### src/rtl/vliw_fetch.sv
// Instruction fetch with a bundle FIFO feeding a registered two-slot output.
// Define VLIW_FETCH_BYPASS_EN to let a response into an empty buffer reach the output on the same edge.
module vliw_fetch #(
  parameter int unsigned DEPTH    = 4,
  parameter logic [31:0] PC_RESET = 32'h0000_0000,
  parameter logic [31:0] NOP_INST = 32'h0000_0013
) (
  input  logic        clk,
  input  logic        rst,
  input  logic        stall,
  input  logic        redirect,
  input  logic [31:0] redirect_pc,
  output logic        imem_req,
  output logic [31:0] imem_addr,
  input  logic        imem_valid,
  input  logic [63:0] imem_rdata,
  output logic [31:0] ixu_inst,
  output logic [31:0] slot1_inst,
  output logic [31:0] bundle_pc,
  output logic        bundle_valid,
  output logic [1:0]  fetch_state
);

  // imem handshake: imem_req stays high with imem_addr stable until one
  // imem_valid cycle returns that bundle; only one request is ever open.

  localparam int unsigned AW   = $clog2(DEPTH);
  localparam logic [AW:0] FULL = (AW+1)'(DEPTH);

  localparam logic [1:0] IDLE = 2'd0;
  localparam logic [1:0] BUSY = 2'd1;
  localparam logic [1:0] DROP = 2'd2;

  logic [1:0]    state, state_next;
  logic [31:0]   pc;
  logic [31:0]   pc_mem   [DEPTH];
  logic [63:0]   data_mem [DEPTH];
  logic [AW-1:0] wr_ptr, rd_ptr;
  logic [AW:0]   count, count_next;
  logic          accept, byp, push, pop;

  always_comb begin
    accept = (state == BUSY) && imem_valid && !redirect;
`ifdef VLIW_FETCH_BYPASS_EN
    byp = accept && (count == '0) && !stall;
`else
    byp = 1'b0;
`endif
    push = accept && !byp;
    pop  = !stall && !redirect && (count != '0);
    count_next = count + {{AW{1'b0}}, push} - {{AW{1'b0}}, pop};
  end

  always_comb begin
    state_next = state;
    case (state)
      IDLE: if (!redirect && (count_next < FULL)) state_next = BUSY;
      BUSY: begin
        if (redirect)        state_next = imem_valid ? IDLE : DROP;
        else if (imem_valid) state_next = (count_next < FULL) ? BUSY : IDLE;
      end
      // The stale response is the only thing that can end DROP; a further
      // redirect while waiting just retargets the PC.
      DROP: if (imem_valid) state_next = IDLE;
      default: state_next = IDLE;
    endcase
  end

  always_ff @(posedge clk) begin
    if (rst) begin
      state  <= IDLE;
      pc     <= PC_RESET;
      wr_ptr <= '0;
      rd_ptr <= '0;
      count  <= '0;
    end else begin
      state <= state_next;
      if (redirect) begin
        pc     <= redirect_pc;
        wr_ptr <= '0;
        rd_ptr <= '0;
        count  <= '0;
      end else begin
        if (accept) pc <= pc + 32'd8;
        if (push)   wr_ptr <= wr_ptr + 1'b1;
        if (pop)    rd_ptr <= rd_ptr + 1'b1;
        count <= count_next;
      end
    end
  end

  always_ff @(posedge clk) begin
    if (push) begin
      pc_mem[wr_ptr]   <= pc;
      data_mem[wr_ptr] <= imem_rdata;
    end
  end

  always_ff @(posedge clk) begin
    if (rst || redirect) begin
      ixu_inst     <= NOP_INST;
      slot1_inst   <= NOP_INST;
      bundle_pc    <= '0;
      bundle_valid <= 1'b0;
    end else if (!stall) begin
      if (byp) begin
        ixu_inst     <= imem_rdata[31:0];
        slot1_inst   <= imem_rdata[63:32];
        bundle_pc    <= pc;
        bundle_valid <= 1'b1;
      end else if (count != '0) begin
        ixu_inst     <= data_mem[rd_ptr][31:0];
        slot1_inst   <= data_mem[rd_ptr][63:32];
        bundle_pc    <= pc_mem[rd_ptr];
        bundle_valid <= 1'b1;
      end else begin
        ixu_inst     <= NOP_INST;
        slot1_inst   <= NOP_INST;
        bundle_pc    <= '0;
        bundle_valid <= 1'b0;
      end
    end
  end

  assign imem_req    = (state == BUSY);
  assign imem_addr   = pc;
  assign fetch_state = state;

endmodule

### config.mk
export PLATFORM = sky130hd
export DESIGN_NAME = vliw_fetch
export DESIGN_NICKNAME = d
export VERILOG_FILES = /design/src/rtl/vliw_fetch.sv
export SDC_FILE = /design/constraint.sdc
export NUM_CORES = 1
export LEC_CHECK = 0
export CAP_MARGIN = 20
export CORE_MARGIN = 2
export CORE_UTILIZATION = 50
export DETAILED_ROUTE_END_ITERATION = 6
export DONT_BUFFER_PORTS = 1
export PLACE_DENSITY_LB_ADDON = 0.1
export SYNTH_ARGS = -nofsm -noshare
export SYNTH_HDL_FRONTEND = slang
export SYNTH_SLANG_ARGS = --single-unit
### constraint.sdc
create_clock -name clk -period 4 [get_ports clk]
set_clock_uncertainty 0.05 [all_clocks]
set_input_delay 0.8 -clock clk [delete_from_list [all_inputs] [get_ports clk]]
set_output_delay 0.8 -clock clk [all_outputs]
set_load 0.1 [all_outputs]
==> summary.md, run 1 <==
| Metric | Value |
|---|---|
| FF-to-FF path depth | `12` |
| Leakage | `6.79 nW` |
| Synth Flop Type | `edfxtp_1` |
| Most instantiated library cell after synthesis | `edfxtp_1` |
| Highest clock rate | `332 MHz` |
| Area Growth Syn to Fin | `13.0%` |
| CP Capture Type | `output pin` |
| Clk buf depth | `3` |
| Ys Warns | `0` |
| Number of synthesized flops with an enable pin | `384` |
| Final min period | `between 3 and 4 ns` |
| Fillers | `roughly 3,000` |
| Kind of critical path | `flop to output pin` |
| CP cell instances | `buf_4 -> nor2b_2` |
| Post-cts sizing count | `0` |
| Final hold vios | `0` |
| Vias in the first global route | `10,200` |
| Synth top area share | `roughly 60%` |
| Setup Fix Bufs, Post-CTS | `0` |
| Post-synth top cells | `384 x edfxtp_1, 140 x dfxtp_1, 124 x nor2_1, 96 x mux4_2, 90 x a22oi_1` |
| Required time of the worst setup path | `3.15 ns` |
| Via count | `9,975` |
| Routed Antenna Nets | `0` |
| H-Tree Depth | `2` |
| Hold Path Class | `input pin to flop` |
| Distinct cell type count after synthesis | `a little under 60` |
| RR Endpoint | `fetch_state[0]$_SDFFE_PP0P_` |
| Register area share after synthesis | `74.2%` |
| Startpoint Class | `flop` |
| Final worst path period share | `75.3%` |
| Multi-input logic area | `4690 µm²` |
| Ant diodes | `0` |
| Worst skew pair latency | `0.58 ns` |
| First drt pass iteration count | `5` |
| R2r setup slk | `roughly 1.3 ns` |
| Fin Setup TNS | `0 ns` |
| Layout cells sized above 1 | `19.9%` |
| Clock power share | `between 40% and 50%` |
| Maxcap violations | `0` |
| CP Data Arrival Time | `roughly 2.2 ns` |
| Place WS | `around 1 ns` |
| Minimum hold slack | `0.228 ns` |
| Hold Buf Count CTS | `0` |
| Die Wd | `about 200 µm` |
| Setup WS post-layout | `between 0.9 and 1 ns` |
| Worst reg2reg startpoint | `fetch_state[0]$_SDFFE_PP0P_` |
| Register share of total power | `~55%` |
| Final setup violation count | `0` |
| Vias per inst | `roughly 5.8` |
| Hold Crit Start | `rst` |
| DRC viols | `0` |
| Synth area leaders | `edfxtp_1 60%, dfxtp_1 14%, mux4_2 11%, a22oi_1 3.5%, nor2_1 2.4%` |
| Hold path depth | `1` |
| I/O pins | `233` |
| CP top delay family | `simple AND/OR/NAND/NOR gates` |
| GP Congestion | `~0.8` |
| VDD IR max | `0.339 mV` |
| Worst-Margin Slew | `about 1.2 ns` |
| Grt ovf | `0` |
| Core area | `38,400 µm²` |
| Ys async rst share | `0%` |
| Reg clk slew, reported paths | `approximately 0.060 ns` |
| Post-synth top area cell | `edfxtp_1` |
| Initial Utilization | `50.4%` |
| Pins Over Slew Limit | `0` |
| Iter 0 DRT Violations | `roughly 770` |
| Post-DP HPWL | `roughly 25,000 µm` |
| RSZ-0062 raised after global routing | `no` |
| CP Max Fanout | `8` |
| Register Area | `14,300 µm²` |
| Final Util | `between 50 and 60%` |
| Avg WL per Cell | `24.4 µm` |
| Post-Route WL | `41,700 µm` |
| Cell row count | `between 70 and 80` |
| NumNets Final | `between 1,000 and 1,500` |
| TritonCTS clock tree | `yes` |
| CTS Buf Count | `53` |
| Switching part of the total power | `around a fifth` |
| Internal power | `0.00861 W` |
| All-Layer GR Usage | `a little over a fifth` |
| Status | `complete, no violations` |
| Avg Cell Area, Syn | `roughly 17 µm²` |
| Height of the chip | `around 200 µm` |
| Pin count of the biggest net entering global routing | `97` |
| Pwr Density | `501 nW/µm²` |
| Switch Pwr | `0.00233 W` |
| Critical-path top delay cell | `nor2b_2` |
| First-pass GRT wire length | `63,500 µm` |
| DIE AREA | `40,200 µm²` |
| Slowest stage delay, CP | `approximately 0.95 ns` |
| Hold EP | `imem_addr[20]$_SDFFE_PP0N_` |
| Clk Tree Root Cell | `clkbuf_16` |
| #FFs+latches synth | `around 520` |
| Combinational Power Share | `3.4%` |
| # port buffers | `0` |
| Sink Count | `approximately 520` |
| WP buf/inv | `1` |
| Antenna violations before repair | `0` |
| Syn Inst Count | `about 1,100` |
| Netlist Area Pre-Place | `19,300 µm²` |
| Synth Net Count | `roughly 1,200` |
| Relative slew slack | `between 20% and 30%` |
==> state kept, by name (all words and copies together), names as in the netlist, named ones only <==
name	cells
slot1_inst	32
ixu_inst	32
data_mem	256
imem_addr	32
count	3
bundle_valid	1
wr_ptr	2
pc_mem	128
bundle_pc	32
rd_ptr	2
fetch_state	2
==> layer usage <==
layer | GRT usage, % | share of wire [%]
met1 | 27.5 | 41
met2 | 33.4 | 47
met3 | 6.74 | 8.7
met4 | 7.04 | 2.4
met5 | 0 | 0
==> power groups by stage <==
stage / sequential, W / clock, W / combinational, W
global route: 0.00596 / 0.00494 / 0.000401
floorplan: 0.00623 / 0 / 0.000140
global placement: 0.00608 / 0 / 0.000375
detailed placement: 0.00608 / 0 / 0.000379
CTS: 0.00596 / 0.00473 / 0.000380
finish: 0.00596 / 0.00460 / 0.000376
==> cells in the final DEF (no fill, tap or decap), types with 4 or more instances in the layout <==
cell type  Yosys  layout
edfxtp_1     384     384
dfxtp_1      140     138
nor2_1       124     123
mux4_2        96      96
a22oi_1       90      90
clkbuf_16      0      55
buf_4          2      43
nand2_1       25      25
clkinv_1       0      16
clkbuf_1      53      16
inv_1         13      13
nand3_1       12      12
nor3_1        11      11
xnor2_1       10      10
nand4_1       10      10
a211oi_1      10      10
o21ai_0        8       8
a311oi_1       8       8
buf_12         0       8
a21oi_1        7       7
ha_1           7       7
clkinv_2       0       7
nor4_1         6       6
or4_1          6       6
o22ai_1        6       6
and2_1         5       5
and3_4         0       4
and3_1         8       4
o31ai_1        4       4
o2111a_1       4       4
clkbuf_8       0       4
==> kinds of logic (layout without fill, tap and decap cells) <==
| logic type | Yosys count | after routing | synth area share (%) |
|---|---|---|---|
| DFF | 524 | 524 | 74.2 |
| and+or+nand+nor | 233 | 233 | 5.84 |
| AOI/OAI and AO/OA | 149 | 149 | 5.75 |
| muxes | 99 | 99 | 11.3 |
| buffers and inverters | 82 | 165 | 1.77 |
| xor gates and xnor gates | 13 | 13 | 0.589 |
| adders and majority gates | 8 | 8 | 0.557 |
==> worst max-delay path by stage <==
stage	depth (start not counted)	slack, ns	start	endpoint
floorplan	3	0.64	fetch_state[0]$_SDFFE_PP0P_	data_mem[0][0]$_DFFE_PP_
global placement	3	1.06	redirect	data_mem[0][4]$_DFFE_PP_
detailed placement	3	1.01	redirect	data_mem[0][40]$_DFFE_PP_
CTS	2	0.95	fetch_state[0]$_SDFFE_PP0P_	imem_req
global route	2	0.93	fetch_state[0]$_SDFFE_PP0P_	imem_req
finish	2	0.99	fetch_state[0]$_SDFFE_PP0P_	imem_req
==> cell type report <==
type                            count  share of cell area (%)
Sequential cell                   524                    65.7
Clock inverter                     25                   0.613
Timing Repair Buffer               51                    2.21
Multi-Input combinational cell    502                    21.5
Tap cell                          518                    2.97
Inverter                           14                   0.241
Clock buffer                       75                    6.83
==> stage by stage <==
step,std cells,total power [W],cell area [µm²]
2_1_floorplan,1108,0.00637,19300
3_5_place_dp,1609,0.00646,20200
6_report,1709,0.0109,21800
4_1_cts,1709,0.0111,21800
3_3_place_gp,1609,0.00645,20200
5_1_grt,1709,0.0113,21800
Note: power is estimated with default switching activity, not from simulation.
==> inputs of run 2 (changes only) <==
- clock period: 4 -> 2.6 ns (I/O delays scaled with it)
==> summary.md, run 2 (synthesis gave the netlist of run 1 again) <==
| Metric | Value |
|---|---|
| Status | `complete, no violations (unchanged)` |
| Slowest stage delay, CP | `0.34 ns (was 0.95 ns)` |
| Reg clk slew, reported paths | `0.06 ns (about the same)` |
| Most common cell after layout, fill and taps aside | `edfxtp_1 (unchanged)` |
| TritonCTS clock tree | `yes (unchanged)` |
| VDD IR max | `0.710 mV (was 0.339 mV)` |
| GP Congestion | `0.797 (was 0.799)` |
| Met3 Use GR | `5.19% (was 6.74%)` |
| Post-DP HPWL | `25,400 µm (was 24,900 µm)` |
| Final worst path period share | `approximately 93%` |
| I/O pins | `233 (unchanged)` |
| CP Data Arrival Time | `1.84 ns (was 2.16 ns)` |
| Fin Setup TNS | `0 ns (unchanged)` |
| Fin area | `23,500 µm² (was 21,800 µm²)` |
| Pwr Density | `725 nW/µm² (was 501 nW/µm²)` |
| Vias per inst | `5.66 (was 5.84)` |
| Met1 Use GR | `27.7% (was 27.5%)` |
| Startpoint Class | `flop (unchanged)` |
| Hold Crit Start | `redirect_pc[18] (was rst)` |
| Most frequent cell on the critical path | `buf_4` |
| Vias in the first global route | `11,100 (was 10,200)` |
| Hold Path Class | `input pin to flop (unchanged)` |
| Core area | `38,400 µm² (unchanged)` |
| CP startpoint | `fetch_state[0]$_SDFFE_PP0P_ (unchanged)` |
| # port buffers | `0 (unchanged)` |
| First drt pass iteration count | `5 (unchanged)` |
| First-pass GRT wire length | `66,100 µm (was 63,500 µm)` |
| Worst reg2reg startpoint | `fetch_state[0]$_SDFFE_PP0P_ (unchanged)` |
| RSZ-0062 raised after global routing | `no (unchanged)` |
| Largest regs | `data_mem: 256 flops, pc_mem: 128 flops (unchanged)` |
| Layout cells sized above 1 | `27.1% (was 19.9%)` |
| Avg WL per Cell | `22.7 µm (was 24.4 µm)` |
| Layout Cells excl Fill | `1,893 (was 1,709)` |
| Most Crowded Layer GR | `met2 (unchanged)` |
| Sink Count | `524 (unchanged)` |
| Maxcap violations | `0 (unchanged)` |
| CTS Buf Count | `53 (unchanged)` |
| Iter 0 DRT Violations | `675 (was 768)` |
| Grt ovf | `0 (unchanged)` |
| Height of the chip | `201 µm (unchanged)` |
| Initial Utilization | `50.4% (unchanged)` |
| Die Wd | `201 µm (unchanged)` |
| H-Tree Depth | `2 (unchanged)` |
| Worst-Margin Slew | `1.10 ns (was 1.18 ns)` |
| Pins Over Slew Limit | `0 (unchanged)` |
| Worst skew pair latency | `0.58 ns (about the same)` |
| Grt met2 use | `36.4% (was 33.4%)` |
| Kind of critical path | `flop to output pin (unchanged)` |
| Clk Tree Root Cell | `clkbuf_16 (unchanged)` |
| DRC viols | `0 (unchanged)` |
| Post-Route WL | `43,000 µm (was 41,700 µm)` |
| Via count | `10,700 (was 9,975)` |
| Required time of the worst setup path | `2.03 ns (was 3.15 ns)` |
| Hold Buf Count CTS | `69 (was 0)` |
| Dpl cells | `1,722 (was 1,609)` |
| R2r setup slk | `0.24 ns (was 1.30 ns)` |
| CP cell instances | `buf_4 -> nor2b_2 -> buf_4 (was buf_4 -> nor2b_2)` |
| All-Layer GR Usage | `21.7% (was 21.0%)` |
| Pin count of the biggest net entering global routing | `97 (unchanged)` |
| Clk buf depth | `3 (unchanged)` |
| Power, Total | `0.0170 W (was 0.0109 W)` |
| Leakage | `7.70 nW (was 6.79 nW)` |
| Commonest cells after routing, fill and taps aside | `384 x edfxtp_1, 151 x buf_4, 123 x nor2_1, 116 x dfxtp_1, 96 x mux4_2 (was 384 x edfxtp_1, 138 x dfxtp_1, 123 x nor2_1, 96 x mux4_2, 90 x a22oi_1)` |
| Top reg by flops | `data_mem (unchanged)` |
| Critical-path top delay cell | `dfxtp_4 (was nor2b_2)` |
| Post-cts sizing count | `0 (unchanged)` |
| Area Growth Syn to Fin | `21.5% (was 13.0%)` |
| Cell row count | `72 (unchanged)` |
| CP Capture Type | `output pin (unchanged)` |
| Final setup violation count | `0 (unchanged)` |
| Final min period | `2.41 ns` |
| Minimum hold slack | `0.0285 ns (was 0.228 ns)` |
| Relative slew slack | `26.1% (was 21.3%)` |
| Routed Antenna Nets | `0 (unchanged)` |
| Placed Area | `21,200 µm² (was 20,200 µm²)` |
| NumNets Final | `1,437 (was 1,255)` |
| Final hold vios | `0 (unchanged)` |
| Setup Fix Bufs, Post-CTS | `0 (unchanged)` |
| Largest register FFs | `256 (unchanged)` |
| Highest clock rate | `approximately 410 MHz` |
| DIE AREA | `40,200 µm² (unchanged)` |
| CP Max Fanout | `7 (was 8)` |
| Antenna violations before repair | `5 (was 0)` |
==> run 2: cell count changes in the layout (fill, tap and decap cells not counted), moves of 4 or more <==
cell,delta
dfxtp_2,+21
clkinv_1,-8
diode_2,+5
clkbuf_1,+6
buf_4,+108
dfxtp_1,-22
buf_12,+5
clkinv_2,-4
dlygate4sd3_1,+69
==> run 2: path summary, 6_finish.rpt <==
kind / end / cells past startpoint
worst max-delay path: imem_req / 3
worst min-delay path: imem_addr[18]$_SDFFE_PP0N_ / 2
worst max register to register: imem_addr[22]$_SDFFE_PP0N_ / 5
worst min register to register: bundle_valid$_SDFFE_PP0N_ / 2
==> run 2: cell type report <==
type | count | area [µm²]
antenna | 5 | 12.5
clock buffer | 82 | 1530
timing repair buffer | 233 | 2080
multi-input combinational | 502 | 4690
sequential | 524 | 14400
tap | 518 | 648
clock inverter | 15 | 100
inverter | 14 | 52.6
fill | 2884 | 14900
==> run 2: worst max-delay path, delay by kind of cell, from the launching register on <==
kind	cells	cell delay, ns
buffers and inverters	2	0.67
DFF	1	0.34
and+or+nand+nor	1	0.24
==> run 2: layer usage <==
metal	wire length, µm	vias up
met2	21300	278
li1	-	4875
met3	2760	66
met5	0	-
met4	1130	0
met1	17800	5490
==> run 2: per-stage QoR <==
stage	utilization, %	worst slack (ns)
floorplan	-	0.00480
global placement	55.1	0.281
detailed placement	55.1	0.258
CTS	61.2	0.166
global route	61.2	0.114
finish	61.2	0.189
==> run 2: report_power, final <==
group / total, W / switching [W] / internal (W)
registers: 0.00910 / 0.0000504 / 0.00905
logic: 0.000807 / 0.000585 / 0.000222
clock network: 0.00713 / 0.00301 / 0.00412
